File: src/rtl/serial_tx_piso_pkg.sv
// Shared definitions for the serial_tx_piso framed transmitter.
package serial_tx_piso_pkg;

    typedef enum logic [2:0] {
        StIdle  = 3'd0,
        StStart = 3'd1,
        StData  = 3'd2,
        StPar   = 3'd3,
        StStop  = 3'd4
    } state_t;

    localparam int unsigned DefaultWidth = 8;
    localparam logic        IdleLevel    = 1'b1;

endpackage

File: src/rtl/serial_tx_piso_bit_counter.sv
// Data-bit counter: synchronous clear/enable, terminal count flags index W-1.
module serial_tx_piso_bit_counter
    import serial_tx_piso_pkg::*;
#(
    parameter int unsigned W = DefaultWidth
) (
    input  logic i_clk,
    input  logic i_clr,
    input  logic i_en,
    output logic o_tc
);

    localparam int unsigned CntW = $clog2(W);
    localparam logic [CntW-1:0] TermCount = CntW'(W - 1);

    logic [CntW-1:0] r_count;

    always_ff @(posedge i_clk) begin
        if (i_clr) begin
            r_count <= '0;
        end else if (i_en) begin
            r_count <= r_count + CntW'(1);
        end
    end

    assign o_tc = (r_count == TermCount);

endmodule

File: src/rtl/serial_tx_piso.sv
// Parallel-in serial-out framed transmitter: start, W data bits LSB first, stop.
// Define PARITY_EN to insert an even-parity bit between data and stop.
module serial_tx_piso
    import serial_tx_piso_pkg::*;
#(
    parameter int unsigned W = DefaultWidth
) (
    input  logic         c,
    input  logic         re,
    input  logic [W-1:0] d,
    input  logic         ld,
    output logic         so,
    output logic         busy,
    output logic         done
);

    state_t         r_state;
    state_t         w_state_nxt;
    logic [W-1:0]   r_shift;
    logic [W-1:0]   w_shift_nxt;
    logic [W-1:0]   w_neigh;
    logic           w_load;
    logic           w_tc;

    assign w_load = (r_state == StIdle) && ld;

    serial_tx_piso_bit_counter #(
        .W (W)
    ) u_bit_counter (
        .i_clk (c),
        .i_clr (re || w_load),
        .i_en  (r_state == StData),
        .o_tc  (w_tc)
    );

    // Each stage: 2:1 mux between load data and the right-hand neighbour.
    for (genvar i = 0; i < W; i++) begin : g_stage
        if (i == W - 1) begin : g_msb
            assign w_neigh[i] = 1'b0;
        end else begin : g_mid
            assign w_neigh[i] = r_shift[i+1];
        end
        assign w_shift_nxt[i] = w_load ? d[i] : w_neigh[i];
    end

    always_ff @(posedge c) begin
        if (re) begin
            r_shift <= '0;
        end else if (w_load || (r_state == StData)) begin
            r_shift <= w_shift_nxt;
        end
    end

`ifdef PARITY_EN
    logic r_par;

    // Captured at load so later changes on d cannot alter the parity bit.
    always_ff @(posedge c) begin
        if (re) begin
            r_par <= 1'b0;
        end else if (w_load) begin
            r_par <= ^d;
        end
    end
`endif

    always_ff @(posedge c) begin
        if (re) begin
            r_state <= StIdle;
        end else begin
            r_state <= w_state_nxt;
        end
    end

    always_comb begin
        w_state_nxt = r_state;
        case (r_state)
            StIdle:  if (ld) w_state_nxt = StStart;
            StStart: w_state_nxt = StData;
`ifdef PARITY_EN
            StData:  if (w_tc) w_state_nxt = StPar;
            StPar:   w_state_nxt = StStop;
`else
            StData:  if (w_tc) w_state_nxt = StStop;
`endif
            StStop:  w_state_nxt = StIdle;
            default: w_state_nxt = StIdle;
        endcase
    end

    // Outputs decode registered state only; ld and d never reach them directly.
    always_comb begin
        so   = IdleLevel;
        busy = 1'b1;
        done = 1'b0;
        case (r_state)
            StIdle:  busy = 1'b0;
            StStart: so = 1'b0;
            StData:  so = r_shift[0];
`ifdef PARITY_EN
            StPar:   so = r_par;
`endif
            StStop:  done = 1'b1;
            default: busy = 1'b0;
        endcase
    end

endmodule
File: config.mk
export PLATFORM = sky130hd
export DESIGN_NAME = serial_tx_piso
export DESIGN_NICKNAME = d
export VERILOG_FILES = /design/src/rtl/serial_tx_piso_pkg.sv /design/src/rtl/serial_tx_piso_bit_counter.sv /design/src/rtl/serial_tx_piso.sv
export SDC_FILE = /design/constraint.sdc
export NUM_CORES = 1
export LEC_CHECK = 0
export BUFFER_PORTS_ARGS = -buffer_cell sky130_fd_sc_hd__buf_2
export CELL_PAD_IN_SITES_DETAIL_PLACEMENT = 1
export CELL_PAD_IN_SITES_GLOBAL_PLACEMENT = 1
export CORE_UTILIZATION = 37
export CTS_CLUSTER_DIAMETER = 60
export CTS_CLUSTER_SIZE = 28
export DETAILED_ROUTE_END_ITERATION = 12
export PLACE_DENSITY_LB_ADDON = 0.15
export RECOVER_POWER = 100
export SLEW_MARGIN = 5
export SYNTH_ARGS = -nofsm -noshare
export SYNTH_HDL_FRONTEND = slang
export SYNTH_SLANG_ARGS = --single-unit
File: constraint.sdc
create_clock -name c -period 1.3 [get_ports c]
set_input_delay 0.13 -clock c [delete_from_list [all_inputs] [get_ports c]]
set_output_delay 0.13 -clock c [all_outputs]
set_load 0.02 [all_outputs]
* Word-level counts from Yosys, hierarchy flattened *
Index checks and enable logic that the tools add are counted.
W data, S select, Z words.

word-level totals
  input bits = 11
  word-level logic and storage cells = 30
  flip-flop bits (word level) = 14

operators by class
  reduce and logical (&&, ||, !) cells = 6
  $add $sub $neg = 1
  equal/unequal tests = 6
  multiplexer cells = 14

operators by type and width
  operator               number
  $mux W1                10
  $pmux W3 S3            1
  $eq A3 B3 Y1 const B   2
  $mux W3                2
  $ne A2 B2 Y1 const B   2
  $add A3 B1 Y3 const B  1
  $eq A3 B1 Y1 const B   1
  $eq A3 B2 Y1 const B   1
  $logic_not A3 Y1       1
  $reduce_or A3 Y1       1
  $logic_or A1 B1 Y1     2
  $pmux W1 S2            1
  $reduce_and A2 Y1      1
  $logic_and A1 B1 Y1    1

* Depth between registers and ports, before layout *
  word-level depth = 3
  mapped depth = 4

* Modules after synthesis *
A second synthesis with hierarchy kept.

second synthesis, totals
  cells, all modules = 75
  area, all modules = 708.2 sq um

by module, submodules not included
  module                      cells an instance  area each (sq um)  times used
  serial_tx_piso              64                 583.1              1
  serial_tx_piso_bit_counter  11                 125.1              1

* Worst setup path after synthesis *
Ideal clock, no wire load.

  path type = reg-to-output
  start = register r_state[1]
  end = output done
  stages on the path, launching flop included = 3
  data required time = 1.170 ns
  slack = 0.190 ns
  data arrival time = 0.980 ns
  path through = dfxtp_1 > buf_4 > nor3b_1

between the ends
  longest elaborated chain between the ends = 2

ends and longest elaborated chain
  item                    line                  text
  from (decl)             serial_tx_piso.sv:17  state_t r_state;
  from (signal assigned)  serial_tx_piso.sv:69  r_state <= StIdle;
  from (signal assigned)  serial_tx_piso.sv:71  r_state <= w_state_nxt;
  $eq A3 B3 Y1            serial_tx_piso.sv:96  case (r_state)
  $mux W1                 serial_tx_piso.sv:96
  to (decl)               serial_tx_piso.sv:14  output logic done

No other way between the ends.

* Final worst setup path *
  start = register r_state[2]
  end = output busy

between the ends
  longest elaborated chain between the ends = 3
  elaborated cells on any way between the ends = 5
  classes of those cells = 3 x eq/ne; 1 x mux; 1 x reduce/logical

ends and longest elaborated chain
  item                                        line                  text
  $eq A3 B3 Y1, or another cell as far along  serial_tx_piso.sv:96
  $reduce_or A3 Y1 (no line) (*)              --
  $mux W1 (*)                                 serial_tx_piso.sv:96
  to (decl)                                   serial_tx_piso.sv:13  output logic busy,

Mark *: on every way between the ends. The rest lies on a longest branch, timed or not.

==> results by group <==
Die
  – Chip width: 43.1 um
  – Core area: 0.00154 mm2
  – Starting Density: 0.406
  – Die area: 0.00186 mm2
  – Die height: 43.1 um
  – # IOs: 14
  – # rows: 14

Status
  – Failing checks: setup timing
  – Status: complete, but fails checks

Place
  – Routability cong.: 0.724
  – IO buf count: 13
  – Post-DP HPWL: 1050 um
  – Worst slack, placed: 56.8 ps

STA
  – Fin. Hold Viols: 0
  – Slew headroom: 0.761
  – Clock skew: 9.23 ps
  – RSZ-0062 raised after global routing: true
  – Max Slew Vio Count: 0
  – Period utilisation layout: 1.01
  – Max frequency: 764 MHz
  – Final min period: 1310 ps
  – Slew @ Worst Pin: 359 ps
  – Final setup viols: 1
  – Worst setup margin: -9.41 ps
  – Setup TNS: -9.41 ps

Synthesis
  – Syn_nets: 84
  – Netlist cell types: 23
  – Yosys warns: 0
  – Area leader, netlist: dfxtp_1
  – Synth Instances: 71
  – Avg Cell Area, Syn: 8.81 um2
  – Largest cells by area after synthesis: dfxtp_1, a221oi_1, o22ai_1, o21ai_0, inv_1
  – Sequential fraction of the synthesis area: 0.448
  – Share of the synthesized area in the top cell type: 0.448
  – Post-synthesis instance area: 626 um2
  – Flops & latches, synth: 14

Critical path
  – Reg2Reg Setup Slack: 50 ps
  – Kind of end point of the critical path: output pin
  – Worst Path Required: 1170 ps
  – Worst-path fanout max: 4
  – Critical Path, Cell by Cell: buf_6 > xnor2_1 > o21ai_1 > buf_4
  – Critical Path Stages: 4
  – Worst EP arrival: 1180 ps
  – Critical Path Start Type: flip-flop
  – Crit path buffers/inverters: 2
  – CP max stage delay: 360 ps
  – Top delay family on crit path: flip-flops
  – Setup CP Type: reg -> out
  – Slowest cell on the critical path: dfxtp_4
  – Cell count of the worst reg-to-reg path: 4

Routing
  – WL/cell: 14.4 um
  – DR vias/cell: 5.64
  – Post-route DRC violation count: 0
  – DRT Pass-1 Iters: 2
  – Initial DRC count: 8
  – Vias: 603
  – Routed Antenna Nets: 0
  – Total wire length: 1540 um

Global route
  – Largest net degree at the start of global routing: 15
  – Vias in the first global route: 574
  – First-pass GRT wire length: 2500 um
  – Remaining global-route overflow: 0
  – Initial antenna violation count: 0
  – Total track usage: 0.181

CTS
  – # clock sinks: 14
  – Clk pin slew, worst setup/hold paths: 90 ps
  – H-tree depth: 1
  – Clk Tree Root Cell: clkbuf_4
  – Clock tree from TritonCTS: built
  – Longest Clk Path Bufs: 2
  – Clk_lat worst skew: 290 ps
  – Num CTS Buffers: 3
  – Post-CTS Hold Fix Bufs: 0

Run
  – Max_cap viols: 0

Pwr
  – Static leakage: 0.000348 uW
  – Power Density: 1180 mW/mm2
  – Peak VDD IR: 0.000574 V

Finish
  – Layout cells sized above 1: 0.374
  – Multi-input gate area: 324 um2
  – # fillers: 193
  – Register Area: 292 um2
  – N_diodes: 0
  – Area grow syn2layout: 34.0%
  – Nets: 105

Hold path
  – Min-delay worst type: in -> reg
  – Worst Hold Path Cells: 3
[report_power, final]
group	leakage (uW)	switching [uW]	internal (uW)	total, uW
combinational	0.000210	99.5	92.4	192
clock	0.0000210	151	171	322
sequential	0.000117	21.0	458	479
[tightest hold or removal path, cell delays in order]
cell	delay, ps
buf_2	100
nand4_1	80
a21oi_1	60
[logic make-up after synthesis]
kind of cell	after synthesis	synth area share
buffers and inverters	12	0.0820
flip-flops	14	0.448
XOR/XNOR	1	0.0140
AO/OA/AOI/OAI	26	0.268
adder cells (fa/ha/maj)	2	0.0400
AND/OR/NAND/NOR	16	0.148
[what timing repair did]
action,in CTS,in global routing
setup endpoints to repair,3,10
resized for setup,15,6
pin swaps,1,1
buffers inserted,3,1
[final timing paths]
kind | from | endpoint
min | d[7] | r_shift[7]
max reg2reg | r_state[1] | r_shift[6]
max | r_state[2] | busy
min reg2reg | r_shift[5] | r_shift[5]
[routing by layer]
layer  part of all wire  track usage
met5                  0            0
met4              0.021       0.0667
met3              0.033       0.0511
met2               0.49        0.281
met1               0.46        0.237
[area by class of cell]
type | instances | share of cell area
inverters | 8 | 0.0358
repair buffers | 20 | 0.163
clock buffers | 4 | 0.0433
multi-input cells | 45 | 0.387
well taps | 16 | 0.0239
flip-flops and latches | 14 | 0.348
[stage by stage]
stage	util	cell area [um2]	total power (uW)	hold slack, ps	std cells
4_1_cts	0.527	812	989	120	106
6_report	0.544	838	993	116	107
3_3_place_gp	0.467	719	645	416	100
3_5_place_dp	0.467	719	650	431	100
2_1_floorplan	-	626	596	209	71
5_1_grt	0.544	838	1040	125	107
[cell usage in the layout, fill, tap and decap left out, drive strengths merged, types with 4 or more instances in the layout]
cell    instances
a21oi           4
nand2b          4
clkbuf          4
o21ai           7
o22ai           7
dfxtp          14
a221oi          7
inv             8
buf            20
[cell usage after synthesis (all sizes together)]
cell    number
dfxtp       14
inv          8
a221oi       7
o21ai        7
o22ai        7
a21oi        4
nand2b       4
buf          3
ha           2
nand3        2
nor2         2
nor3         2
nor3b        2
clkbuf       1
nand2        1
nand4        1
o21a         1
or2          1
or3          1
xnor2        1
[state kept, by name, summed over array words and instances (netlist names)]
name / count
u_bit_counter.r_count: 3
r_state: 3
r_shift: 8
Note: power is estimated with default switching activity, not from simulation.
